--- config.mk ---
export PLATFORM = sky130hd
export DESIGN_NAME = predecode_ras
export DESIGN_NICKNAME = d
export VERILOG_FILES = /design/src/rtl/predecode_ras.sv
export SDC_FILE = /design/constraint.sdc
export NUM_CORES = 1
export LEC_CHECK = 0
export BUFFER_PORTS_ARGS = -buffer_cell sky130_fd_sc_hd__buf_2
export CELL_PAD_IN_SITES_DETAIL_PLACEMENT = 2
export CELL_PAD_IN_SITES_GLOBAL_PLACEMENT = 2
export CORE_MARGIN = 5
export CORE_UTILIZATION = 38
export CTS_BUF_LIST = sky130_fd_sc_hd__clkbuf_8
export CTS_CLUSTER_DIAMETER = 30
export DETAILED_ROUTE_END_ITERATION = 10
export HOLD_SLACK_MARGIN = 0.15
export PLACE_DENSITY = 0.95
export SLEW_MARGIN = 20
export SYNTH_ARGS = -nofsm -noshare
export SYNTH_HDL_FRONTEND = slang
export SYNTH_SLANG_ARGS = --single-unit
--- constraint.sdc ---
create_clock -name clk -period 12.6 [get_ports clk]
set_clock_uncertainty 0.05 [all_clocks]
set_input_delay 3.78 -clock clk [delete_from_list [all_inputs] [get_ports clk]]
set_output_delay 3.78 -clock clk [all_outputs]
set_load 0.01 [all_outputs]
--- src/rtl/predecode_ras.sv ---
// predecode_ras: fetch-stage predecoder for jal/jalr/branch with a circular
// return-address stack. Optional macro BHT_EN builds a table of 2-bit branch
// counters; without it branches use static backward-taken prediction.
module predecode_ras #(
  parameter int unsigned XLEN        = 32,
  parameter int unsigned RAS_DEPTH   = 4,
  parameter int unsigned BHT_ENTRIES = 64
) (
  input  logic            clk,
  input  logic            rst,
  input  logic            if_valid,
  input  logic            if_stall,
  input  logic [XLEN-1:0] if_pc,
  input  logic [31:0]     if_instr,
  input  logic [XLEN-1:0] rs1_val,
  input  logic            dec_rd_wen,
  input  logic [4:0]      dec_rd,
  input  logic            ex_flush,
  input  logic            ex_bxx_valid,
  input  logic [XLEN-1:0] ex_bxx_pc,
  input  logic            ex_bxx_taken,
  output logic            pred_valid,
  output logic            pred_taken,
  output logic [XLEN-1:0] pred_target,
  output logic            pred_is_ret,
  output logic            jalr_dep,
  output logic            ras_empty,
  output logic            ras_full
);

  localparam int unsigned PTR_W = $clog2(RAS_DEPTH);
  localparam int unsigned CNT_W = PTR_W + 1;

  localparam logic [6:0] OP_JAL  = 7'b1101111;
  localparam logic [6:0] OP_JALR = 7'b1100111;
  localparam logic [6:0] OP_BR   = 7'b1100011;

  logic [4:0]      rd;
  logic [4:0]      rs1;
  logic            is_jal;
  logic            is_jalr;
  logic            is_br;
  logic            rd_link;
  logic            rs1_link;
  logic            is_call;
  logic            is_ret;
  logic            is_swap;
  logic            ras_hit;
  logic            fire;
  logic            br_taken;
  logic [XLEN-1:0] imm_j;
  logic [XLEN-1:0] imm_b;
  logic [XLEN-1:0] imm_i;
  logic [XLEN-1:0] link_addr;
  logic [XLEN-1:0] jalr_sum;
  logic [XLEN-1:0] ras_top;

  logic [XLEN-1:0]  ras_q [RAS_DEPTH];
  logic [XLEN-1:0]  ras_d [RAS_DEPTH];
  logic [PTR_W-1:0] tos_q;
  logic [PTR_W-1:0] tos_d;
  logic [PTR_W-1:0] tos_inc;
  logic [PTR_W-1:0] tos_dec;
  logic [CNT_W-1:0] cnt_q;
  logic [CNT_W-1:0] cnt_d;

  // Instruction class and immediate decode
  assign rd      = if_instr[11:7];
  assign rs1     = if_instr[19:15];
  assign is_jal  = (if_instr[6:0] == OP_JAL);
  assign is_jalr = (if_instr[6:0] == OP_JALR);
  assign is_br   = (if_instr[6:0] == OP_BR);

  assign imm_j = {{(XLEN-20){if_instr[31]}}, if_instr[19:12], if_instr[20],
                  if_instr[30:21], 1'b0};
  assign imm_b = {{(XLEN-12){if_instr[31]}}, if_instr[7], if_instr[30:25],
                  if_instr[11:8], 1'b0};
  assign imm_i = {{(XLEN-11){if_instr[31]}}, if_instr[30:20]};

  // x1 and x5 are the link registers for call/return hinting
  assign rd_link  = (rd == 5'd1) || (rd == 5'd5);
  assign rs1_link = (rs1 == 5'd1) || (rs1 == 5'd5);
  assign is_call  = (is_jal || is_jalr) && rd_link;
  assign is_ret   = is_jalr && rs1_link && (rd == 5'd0);
  assign is_swap  = is_jalr && rd_link && rs1_link && (rd != rs1);
  assign ras_hit  = is_ret && (cnt_q != '0);

  assign link_addr = if_pc + XLEN'(4);
  assign jalr_sum  = rs1_val + imm_i;
  assign ras_top   = ras_q[tos_q];
  assign tos_inc   = tos_q + PTR_W'(1);
  assign tos_dec   = tos_q - PTR_W'(1);

  // A ret served from the RAS never needs rs1, so it never stalls
  assign jalr_dep = if_valid && is_jalr && dec_rd_wen && (dec_rd == rs1) &&
                    (rs1 != 5'd0) && !ras_hit;

  assign pred_valid = if_valid && !ex_flush && !jalr_dep && (is_jal || is_jalr || is_br);
  assign fire       = if_valid && !if_stall && !jalr_dep && !ex_flush;

  assign ras_empty = (cnt_q == '0);
  assign ras_full  = (cnt_q == CNT_W'(RAS_DEPTH));

  // Prediction: direction, target and RAS-source flag
  always_comb begin
    pred_taken  = 1'b0;
    pred_is_ret = 1'b0;
    pred_target = link_addr;
    if (is_jal) begin
      pred_taken  = 1'b1;
      pred_target = if_pc + imm_j;
    end else if (is_jalr) begin
      pred_taken = 1'b1;
      if (ras_hit) begin
        pred_is_ret = 1'b1;
        pred_target = ras_top;
      end else begin
        pred_target = {jalr_sum[XLEN-1:1], 1'b0};
      end
    end else if (is_br) begin
      pred_taken = br_taken;
      if (br_taken) begin
        pred_target = if_pc + imm_b;
      end
    end
    if (!pred_valid) begin
      pred_taken  = 1'b0;
      pred_is_ret = 1'b0;
    end
  end

  // RAS next state: flush clears count, otherwise swap / push / pop on fire
  always_comb begin
    ras_d = ras_q;
    tos_d = tos_q;
    cnt_d = cnt_q;
    if (ex_flush) begin
      cnt_d = '0;
    end else if (fire) begin
      if (is_swap && (cnt_q != '0)) begin
        ras_d[tos_q] = link_addr;
      end else if (is_call) begin
        tos_d          = tos_inc;
        ras_d[tos_inc] = link_addr;
        if (cnt_q != CNT_W'(RAS_DEPTH)) begin
          cnt_d = cnt_q + CNT_W'(1);
        end
      end else if (is_ret && (cnt_q != '0)) begin
        tos_d = tos_dec;
        cnt_d = cnt_q - CNT_W'(1);
      end
    end
  end

  // RAS state registers
  always_ff @(posedge clk) begin
    if (rst) begin
      for (int i = 0; i < int'(RAS_DEPTH); i++) begin
        ras_q[i] <= '0;
      end
      tos_q <= '0;
      cnt_q <= '0;
    end else begin
      ras_q <= ras_d;
      tos_q <= tos_d;
      cnt_q <= cnt_d;
    end
  end

`ifdef BHT_EN
  localparam int unsigned BHT_W = $clog2(BHT_ENTRIES);

  logic [1:0]       bht_q [BHT_ENTRIES];
  logic [1:0]       bht_d [BHT_ENTRIES];
  logic [BHT_W-1:0] bht_rd_idx;
  logic [BHT_W-1:0] bht_wr_idx;
  logic [1:0]       bht_old;
  logic             unused_bits;

  assign bht_rd_idx  = if_pc[BHT_W+1:2];
  assign bht_wr_idx  = ex_bxx_pc[BHT_W+1:2];
  assign bht_old     = bht_q[bht_wr_idx];
  assign br_taken    = bht_q[bht_rd_idx][1];
  assign unused_bits = ^{ex_bxx_pc[XLEN-1:BHT_W+2], ex_bxx_pc[1:0]};

  // Saturating counter update from resolved branches
  always_comb begin
    bht_d = bht_q;
    if (ex_bxx_valid) begin
      if (ex_bxx_taken && (bht_old != 2'b11)) begin
        bht_d[bht_wr_idx] = bht_old + 2'd1;
      end else if (!ex_bxx_taken && (bht_old != 2'b00)) begin
        bht_d[bht_wr_idx] = bht_old - 2'd1;
      end
    end
  end

  // BHT registers, weakly not-taken after reset
  always_ff @(posedge clk) begin
    if (rst) begin
      for (int i = 0; i < int'(BHT_ENTRIES); i++) begin
        bht_q[i] <= 2'b01;
      end
    end else begin
      bht_q <= bht_d;
    end
  end
`else
  logic unused_bits;

  // Static prediction: backward branches taken
  assign br_taken    = imm_b[XLEN-1];
  assign unused_bits = ^{ex_bxx_valid, ex_bxx_pc, ex_bxx_taken, 32'(BHT_ENTRIES)};
`endif

endmodule

==> flow_summary_export.csv <==
group,metric,value,unit
run_status,status,"finished clean",
floorplanning,core,29600,µm²
grt,grt_pass1_wl,87600,µm
critical_path,r2r_end,"ras_q[116]$_SDFFE_PP0P_",
placed_design,portBuffers,144,
logic_synthesis,yosys.area_share.simple,18.8,%
logic_synthesis,synthesis.area,11400,µm²
clocking,cts_buffers,17,
detailed_routing,drt-initial-drc-count,1205,
logic_synthesis,async_flop_share,0,%
min_path,min_to,"ras_q[59]$_SDFFE_PP0P_",
logic_synthesis,synth_seq_area_share,23.3,%
logic_synthesis,ys.warnings.count,0,
detailed_routing,wl,58000,µm
job,cap_viol_max_count,0,
floorplanning,rows,63,
floorplanning,chipHeight,183,µm
clocking,holdBufCountCts,0,
timing,relSlewSlack,23.5,%
critical_path,cp.arrival,7.66,ns
cells_and_area,layout_commonest_cell,"nor2_1",
timing,tns,0,ns
min_path,hold-path-cell-count,2,
detailed_routing,routed-via-count,13084,
detailed_routing,wl_per_cell,30.2,µm
timing,setup_viol,0,
critical_path,required,8.77,ns
clocking,insertion_delay,0.45,ns
logic_synthesis,synth-xor-area-share,6.98,%
logic_synthesis,synth_flop_cell,"dfxtp_1",
timing,fin_crit_sh,91.2,%
clocking,cts_root_buffer,"clkbuf_8",
clocking,clk_pin_slew,0.08,ns
cells_and_area,final_nets,1738,
clocking,clock_path_buffers,2,
floorplanning,die_x,183,µm
floorplanning,fp.dieArea,33600,µm²
logic_synthesis,syn-num-nets,1649,
grt,grt_max_degree,79,
critical_path,reg2reg_from,"cnt_q[0]$_SDFFE_PP0P_",
timing,worst_pin_slew,1.14,ns
cells_and_area,drive_gt1_share,16.6,%
timing,hold_viol,0,
min_path,hp-start,"ras_q[59]$_SDFFE_PP0P_",
logic_synthesis,synth-seq-cells,133,
critical_path,worstSetupPathType,"input port to output port",
placed_design,place.gp.congestion,0.918,
logic_synthesis,yosysUniqueCellTypes,76,
clocking,cts_max_level,4,
critical_path,path_cells,"buf_2 -> inv_1 -> fa_1 -> nand2b_1 -> a211oi_1 -> o21ai_0 -> a21oi_1 -> o21ai_0 -> a31oi_1 -> mux2_2 -> a21oi_1 -> o211ai_1 -> buf_2",
critical_path,cpPeakStageDelay,0.59,ns
power_and_ir_drop,ir_drop,0.0000641,V
detailed_routing,drtPass1Iterations,6,
min_path,hold_path.class,"flop to flop",
critical_path,path_max_fanout,11,
clocking,cts_sinks,133,
critical_path,startpoint_type,"input port",
cells_and_area,fillCellCount,3390,
placed_design,placed_area,12400,µm²
clocking,cts_setup_buffers,0,
critical_path,endpoint_kind,"output port",
grt,grt_use_total,33.3,%
floorplanning,ios,179,
logic_synthesis,syn-instance-count,1426,
critical_path,r2r_slack,7.76,ns
timing,rsz0062_at_grt,"no",
clocking,cts_tree,"built",
timing,maxSlewViolCount,0,
detailed_routing,routed_via_density,6.81,
grt,grt_pass1_vias,14291,
logic_synthesis,synth_compound_area_share,27.9,%
critical_path,worstRegToRegCells,11,
clocking,cts_resized,0,
timing,min_period,11.49,ns
grt,antenna_found_initial,5,
detailed_routing,drc,0,
cells_and_area,layout_common_cells,"nor2_1, buf_2, dfxtp_1",
logic_synthesis,synth_top_family_by_area,"compound AO/OA/AOI/OAI gates",
cells_and_area,fin_area,12800,µm²
critical_path,crit_slowest_cell,"a31oi_1",
cells_and_area,syn2layout_area_growth,11.8,%
logic_synthesis,syn_avg_cell_area,8.01,µm²
floorplanning,initial_core_util,38.5,%
power_and_ir_drop,p_per_area,92.2,nW/µm²
logic_synthesis,synth-edff-count,0,
placed_design,hpwl,41000,µm
timing,clock.fmax,87.0,MHz
logic_synthesis,synthAdderAreaFrac,9.25,%
grt,grt-ovfl-total,0,
power_and_ir_drop,p_leak,4.81,nW
logic_synthesis,synthMuxAreaShare,9.43,%
detailed_routing,ant_nets,0,
[how the worst max path moves through the flow]
stage	depth (start not counted)	start	slack [ns]	to
6_report	13	if_pc[2]	1.11	pred_target[31]
4_1_cts	13	if_pc[2]	1.27	pred_target[31]
5_1_grt	13	if_pc[2]	0.97	pred_target[31]
2_1_floorplan	12	if_pc[2]	2.42	pred_target[31]
3_5_place_dp	13	if_pc[2]	1.31	pred_target[31]
3_3_place_gp	13	if_pc[2]	1.61	pred_target[31]
[cell type report]
| cell class | instances | area [µm²] | area share [%] |
|---|---|---|---|
| diodes | 3 | 7.51 | 0.0588 |
| clock buffers | 18 | 248 | 1.94 |
| clock inverters | 14 | 151 | 1.19 |
| inverters | 27 | 101 | 0.794 |
| multi-input cells | 1175 | 8260 | 64.7 |
| flip-flops and latches | 133 | 2660 | 20.9 |
| well taps | 390 | 488 | 3.82 |
| repair buffers | 161 | 851 | 6.66 |
[where the power goes]
group	switching [mW]	total, mW	leakage (nW)	internal, mW
combinational	0.248	0.379	3.54	0.131
clock	0.195	0.379	0.194	0.183
sequential	0.0000216	0.420	1.07	0.420
total	0.444	1.18	4.81	0.734
[Yosys cell counts, types with 5 or more instances]
| master | n | area [µm²] |
|---|---|---|
| buf_4 | 11 | 82.6 |
| or2_2 | 5 | 31.3 |
| nor2b_1 | 8 | 50.1 |
| a211oi_1 | 131 | 983 |
| nand3_1 | 34 | 170 |
| nor3_1 | 24 | 120 |
| o21bai_1 | 6 | 45.0 |
| a221oi_1 | 5 | 43.8 |
| mux4_2 | 32 | 721 |
| a221o_1 | 5 | 50.1 |
| o221ai_1 | 11 | 96.3 |
| a21o_1 | 38 | 285 |
| xor2_1 | 48 | 420 |
| a211o_1 | 6 | 52.6 |
| nor2_1 | 209 | 785 |
| or3_1 | 5 | 31.3 |
| dfxtp_1 | 133 | 2660 |
| and4_1 | 5 | 43.8 |
| and3_1 | 11 | 68.8 |
| nand4_1 | 22 | 138 |
| a31oi_1 | 19 | 119 |
| o22ai_1 | 11 | 68.8 |
| a31o_2 | 6 | 52.6 |
| nand2_1 | 90 | 338 |
| mux2_2 | 5 | 56.3 |
| clkbuf_1 | 64 | 240 |
| ha_1 | 78 | 976 |
| inv_1 | 26 | 97.6 |
| buf_2 | 13 | 65.1 |
| a21oi_1 | 92 | 460 |
| xnor2_1 | 43 | 377 |
| o21ai_0 | 79 | 395 |
| nand2b_1 | 22 | 138 |
| mux2i_1 | 30 | 300 |
| o31ai_1 | 5 | 37.5 |
| and2_1 | 9 | 56.3 |
| o211ai_1 | 16 | 120 |
[registers in the layout (all words and copies together), names as in the netlist]
signal and count:
cnt_q 3, ras_q 128, tos_q 2
[metal layers]
layer	wire length (µm)	vias up	global-route usage, %
met5	27	-	0
met3	4470	230	6.45
met1	22700	6551	39.8
li1	-	5543	-
met2	27700	756	57.3
met4	3090	4	16.1
[critical path: cells and delay by family]
| family | cells | cell delay (ns) |
|---|---|---|
| buffers and inverters | 3 | 0.66 |
| AOI/OAI and AO/OA | 7 | 2.03 |
| and+or+nand+nor | 1 | 0.25 |
| muxes | 1 | 0.41 |
| adders and majority gates | 1 | 0.51 |
[cells by family after synthesis]
logic type | Yosys count
AO/OA/AOI/OAI | 473
multiplexers | 67
XOR/XNOR | 91
AND/OR/NAND/NOR | 462
buffers and inverters | 118
adder cells (fa/ha/maj) | 82
flip-flops | 133
[stage by stage]
step	instances	setup slack, ns	total power, mW	hold WS [ns]	util, %
global placement	1886	1.61	0.761	0.417	41.7
detailed placement	1886	1.31	0.789	0.448	41.7
floorplan	1426	2.42	0.656	0.405	-
CTS	1918	1.27	1.17	0.469	43.1
global route	1921	0.967	1.22	0.484	43.1
finish	1921	1.11	1.18	0.468	43.1
(Power assumes the default switching activity.)
